**src/rtl/icache_pkg.sv**
```systemverilog
// Shared constants for the direct-mapped instruction cache: bus widths and FSM encodings.
package icache_pkg;

  localparam int WORD_W  = 32;
  localparam int LINE_W  = 128;
  localparam int PROC_AW = 30;
  localparam int MEM_AW  = 28;

  localparam logic [1:0] S_IDLE  = 2'b00;
  localparam logic [1:0] S_FETCH = 2'b01;

endpackage

```
**src/rtl/icache_line_array.sv**
```systemverilog
// Valid/tag/data storage for the instruction cache: async read, single write port, sync valid clear.
module icache_line_array
  import icache_pkg::*;
#(
  parameter int NUM_BLOCKS = 8,
  parameter int IDX        = 3,
  parameter int TAG_W      = 25
) (
  input  logic              clk,
  input  logic              clr,
  input  logic              we,
  input  logic [IDX-1:0]    widx,
  input  logic [TAG_W-1:0]  wtag,
  input  logic [LINE_W-1:0] wline,
  input  logic [IDX-1:0]    ridx,
  output logic              rvalid,
  output logic [TAG_W-1:0]  rtag,
  output logic [LINE_W-1:0] rline
);

  logic [NUM_BLOCKS-1:0] valid_q;
  logic [TAG_W-1:0]      tag_q  [NUM_BLOCKS];
  logic [LINE_W-1:0]     data_q [NUM_BLOCKS];

  // Clear wins over a same-cycle fill so a reset always leaves every line invalid.
  always_ff @(posedge clk) begin
    if (clr) begin
      valid_q <= '0;
    end else if (we) begin
      valid_q[widx] <= 1'b1;
    end
  end

  always_ff @(posedge clk) begin
    if (we) begin
      tag_q[widx]  <= wtag;
      data_q[widx] <= wline;
    end
  end

  assign rvalid = valid_q[ridx];
  assign rtag   = tag_q[ridx];
  assign rline  = data_q[ridx];

endmodule

```
**src/rtl/icache_direct.sv**
```systemverilog
// Read-only direct-mapped I-cache: hits served combinationally, misses stall and refill one
// 128-bit line over a request/ready handshake toward instruction memory.
module icache_direct
  import icache_pkg::*;
#(
  parameter int NUM_BLOCKS = 8,
  parameter int WORDS      = 4
) (
  input  logic               clk,
  input  logic               proc_reset,
  input  logic               proc_read,
  input  logic               proc_write,
  input  logic [PROC_AW-1:0] proc_addr,
  input  logic [WORD_W-1:0]  proc_wdata,
  output logic [WORD_W-1:0]  proc_rdata,
  output logic               proc_stall,
  output logic               mem_read,
  output logic               mem_write,
  output logic [MEM_AW-1:0]  mem_addr,
  output logic [LINE_W-1:0]  mem_wdata,
  input  logic [LINE_W-1:0]  mem_rdata,
  input  logic               mem_ready
);

  localparam int IDX   = $clog2(NUM_BLOCKS);
  localparam int TAG_W = PROC_AW - 2 - IDX;

  logic [1:0]        state;
  logic              mem_read_q;
  logic [MEM_AW-1:0] mem_addr_q;

  logic [1:0]        off;
  logic [IDX-1:0]    idx;
  logic [TAG_W-1:0]  tag;
  logic              line_vld;
  logic [TAG_W-1:0]  line_tag;
  logic [LINE_W-1:0] line_dat;
  logic              hit;
  logic              miss;
  logic              fill_we;

  assign off = proc_addr[1:0];
  assign idx = proc_addr[IDX+1:2];
  assign tag = proc_addr[PROC_AW-1:IDX+2];

  assign hit  = proc_read && line_vld && (line_tag == tag);
  assign miss = (state == S_IDLE) && proc_read && !hit;

  // Fill target comes from the latched block address, not the live proc_addr.
  assign fill_we = (state == S_FETCH) && mem_ready && !proc_reset;

  icache_line_array #(
    .NUM_BLOCKS (NUM_BLOCKS),
    .IDX        (IDX),
    .TAG_W      (TAG_W)
  ) u_lines (
    .clk    (clk),
    .clr    (proc_reset),
    .we     (fill_we),
    .widx   (mem_addr_q[IDX-1:0]),
    .wtag   (mem_addr_q[MEM_AW-1:IDX]),
    .wline  (mem_rdata),
    .ridx   (idx),
    .rvalid (line_vld),
    .rtag   (line_tag),
    .rline  (line_dat)
  );

  always_ff @(posedge clk) begin
    if (proc_reset) begin
      state      <= S_IDLE;
      mem_read_q <= 1'b0;
      mem_addr_q <= '0;
    end else begin
      case (state)
        S_IDLE: begin
          if (miss) begin
            state      <= S_FETCH;
            mem_read_q <= 1'b1;
            mem_addr_q <= proc_addr[PROC_AW-1:2];
          end
        end
        S_FETCH: begin
          if (mem_ready) begin
            state      <= S_IDLE;
            mem_read_q <= 1'b0;
          end
        end
        default: begin
          state      <= S_IDLE;
          mem_read_q <= 1'b0;
        end
      endcase
    end
  end

  assign proc_rdata = line_dat[{off, 5'b00000} +: WORD_W];
  assign proc_stall = !proc_reset && (miss || (state == S_FETCH));

  assign mem_read  = mem_read_q;
  assign mem_addr  = mem_addr_q;
  assign mem_write = 1'b0;
  assign mem_wdata = '0;

  // Write-side inputs have no effect on a read-only cache.
  logic unused_wr;
  assign unused_wr = ^{proc_write, proc_wdata, WORDS[0]};

endmodule
```
**config.mk**
```make
export PLATFORM = sky130hd
export DESIGN_NAME = icache_direct
export DESIGN_NICKNAME = d
export VERILOG_FILES = /design/src/rtl/icache_pkg.sv /design/src/rtl/icache_line_array.sv /design/src/rtl/icache_direct.sv
export SDC_FILE = /design/constraint.sdc
export NUM_CORES = 1
export LEC_CHECK = 0
export CAP_MARGIN = 15
export CORE_ASPECT_RATIO = 0.6
export CORE_UTILIZATION = 41
export DETAILED_ROUTE_END_ITERATION = 8
export PLACE_DENSITY = 0.71
export SLEW_MARGIN = 20
export SYNTH_ARGS = -nofsm -noshare
export SYNTH_HDL_FRONTEND = slang
export SYNTH_SLANG_ARGS = --single-unit
```
**constraint.sdc**
```tcl
create_clock -name clk -period 16.4 [get_ports clk]
set_input_delay 1.64 -clock clk [delete_from_list [all_inputs] [get_ports clk]]
set_output_delay 1.64 -clock clk [all_outputs]
set_load 0.005 [all_outputs]
```
==> results.toml <==
[run_status]
outcome = "finished, final reports clean"

[yosys]
avgSynthCellArea_sq_um = 23.5
ys_ff_latch = 1261
netlist_instances = 2092
synth_fa_ha_area_share_pct = 0
synth_top_family_by_area = "multiplexers"
synth_simple_gate_area_share_pct = 1.19
yosysWarningCount = 0
ys_seq_area_share_pct = 76.4
syn_area_sq_um = 49100
synth-xor-area-share_pct = 0.392
synth_compound_area_share_pct = 0.237
synth_cell_type_count = 36
muxShareOfSynthArea_pct = 18.8

[setup_path]
crit_path_top_delay_cell = "buf_4"
critPathKind = "primary input to output port"
crit_buf_inv = 4
crit_path_cell_trace = "buf_8 > buf_4 > buf_4 > mux4_2 > mux4_2 > mux2_2 > clkdlybuf4s50_1"
critPathLaunchType = "primary input"
required_ns = 14.76
slowest_delay_ns = 0.98
cp_max_fo = 94
r2r_start = "mem_read$_SDFFE_PP0P_"
critical-path-top-delay-family = "buffers and inverters"
worstPathArrival_ns = 6.20
rr_endpoint = "u_lines.data_q[6][51]$_DFFE_PP_"
reg2reg_setup_slack_ns = 12.35
end_kind = "output port"
reg2reg_depth = 5

[timing]
finalHoldViolCount = 0
fin_crit_ns = 7.84
hold_ws_ns = 0.470
min_period_over_period_pct = 47.8
slew_headroom_pct = 26.9
fmax_mhz = 128
finalSetupTns_ns = 0
worst_pin_slew_ns = 1.10
rsz0062_at_grt = "false"
finalSetupViolCount = 0
finalClockSkew_ns = 0.0189
slew_violations = 0

[placement]
dp.cells = 3838
port_buffers = 223
gp_congestion = 0.736
place_hpwl_um = 61400

[clock_tree]
path_clk_slew_ns = 0.06
cts_buffer_depth = 3
post_cts_resized = 0
postCtsSetupBuffers = 0
cts_tree = "yes"
insertion_delay_ns = 0.70
cts_buffers = 113
ctsHtreeMaxLevel = 3
cts_hold_buf = 0
clkSinkCount = 1261
cts_root_buf = "clkbuf_16"

[die]
io-pin-count = 386
die_h_um = 270
initial_core_util_pct = 41.7
num_rows = 97
dieArea_sq_um = 121000
core_area_sq_um = 118000
die_x_um = 449

[flow_run]
max_cap_violations = 0

[global_routing]
grt_start_max_net_pins = 105
antenna_found_initial = 27
grt_use_total_pct = 17.4
grt_pass1_wl_um = 154000
globalRoute.totalOverflow = 0
grt_pass1_vias = 22600

[cells_and_area]
post-route-util_pct = 48.1
fin_cells = 4059
nNetsFinal = 2564
drive_gt1_share_pct = 25.6
syn_to_final_growth_pct = 15.3

[drt]
drc = 0
drtIter0Drc = 2019
dr_total_vias = 21700
antenna_left = 0
post_drt_wl_per_cell_um = 26.2
firstDrtPassIters = 5
drt-total-wl_um = 106000
viasPerCell = 5.35

[power]
p_leak_nw = 17.7
peakVddDrop_v = 0.0000825
power.density_nw_per_um2 = 118

[hold_path]
min_from = "u_lines.valid_q[3]$_SDFFE_PP0P_"
hold_path_depth = 2
min_to = "u_lines.valid_q[3]$_SDFFE_PP0P_"
hold_class = "flip-flop to flip-flop"
tightest hold or removal path, cell delays in order (launching register included):
cell     delay, ns
dfxtp_1       0.32
nor2_1        0.05
nor2_1        0.07
logic make-up after synthesis:
logic type | Yosys count
buffers and inverters | 230
muxes | 460
xor gates and xnor gates | 22
and+or+nand+nor | 103
other | 1
DFF | 1261
AOI/OAI and AO/OA | 15
worst max path at each step:
| stage | from | end | slack [ns] | cells after the start |
|---|---|---|---|---|
| floorplan | proc_reset | u_lines.data_q[0][0]$_DFFE_PP_ | 2.85 | 2 |
| global placement | proc_addr[2] | proc_rdata[19] | 8.57 | 7 |
| detailed placement | proc_addr[2] | proc_rdata[19] | 8.53 | 7 |
| CTS | proc_addr[2] | proc_rdata[19] | 8.54 | 7 |
| global route | proc_addr[3] | proc_stall | 8.31 | 10 |
| finish | proc_addr[3] | proc_rdata[19] | 8.56 | 7 |
power by group:
group          switching (mW)  internal, mW  total, mW  leakage, nW
registers              0.0145          3.55       3.57         11.3
logic                   0.184         0.180      0.365         4.57
clock network            1.15          1.59       2.74         1.87
total                    1.35          5.32       6.67         17.7
routing by layer:
layer / track usage [%] / share of wire (%)
met3: 3.47 / 6.0
met2: 27.8 / 49
met1: 24.3 / 43
met4: 5.27 / 2.5
met5: 0 / 0.12
sequential cells by signal, summed over array words and instances, names as in the netlist:
| register | cells |
|---|---|
| u_lines.tag_q | 200 |
| u_lines.data_q | 1024 |
| u_lines.valid_q | 8 |
| mem_addr | 28 |
| mem_read | 1 |
metrics by stage:
step                cell area, sq um  power (mW)  setup WS, ns
finish                         56600        6.67          8.56
CTS                            56600        6.73          8.54
floorplan                      49600        3.86          2.85
global route                   56600        6.86          8.31
detailed placement             52700        4.00          8.53
global placement               52700        3.99          8.57
area by class of cell:
cell class                 instances  area (sq um)
timing repair buffer             263          2560
antenna                            7          17.5
clock inverter                    81           915
multi-input combinational        729         10700
tap                             1584          1980
clock buffer                     133          2980
inverter                           1          3.75
sequential                      1261         37500
fill                            9296         61100
placed cells by master (no fill, tap or decap), types with 21 or more instances in the layout:
master,count
dfxtp_1,37
conb_1,129
clkbuf_16,116
mux4_2,365
nand2b_1,60
edfxtp_1,1224
clkdlybuf4s50_1,218
buf_4,37
clkinv_1,21
mux2_2,32
mux2i_1,62
Yosys cell counts:
master	count	share of area, %
nor2_1	23	0.18
nor3_1	3	0.031
nor4_1	2	0.025
or4b_2	1	0.020
conb_1	1	0.0076
nor2b_1	2	0.025
inv_1	1	0.0076
a21o_1	2	0.031
a211oi_1	1	0.015
dfxtp_1	37	1.5
o311ai_0	1	0.018
buf_4	135	2.1
nand4b_1	1	0.018
nand2_1	3	0.023
mux2_2	32	0.73
a21oi_1	3	0.031
clkbuf_1	39	0.30
and2_1	1	0.013
nand3_1	3	0.031
edfxtp_1	1224	75
xnor2_1	17	0.30
buf_12	3	0.12
nand4_1	2	0.025
mux4_2	365	17
buf_6	3	0.069
buf_1	17	0.13
a22oi_1	6	0.092
nand2b_1	60	0.76
buf_2	32	0.33
mux2i_1	62	1.3
mux4_1	1	0.054
xor2_1	5	0.089
o311a_1	1	0.020
nor4_2	1	0.025
and3_1	1	0.013
a2111oi_2	1	0.031
(Power assumes the default switching activity.)
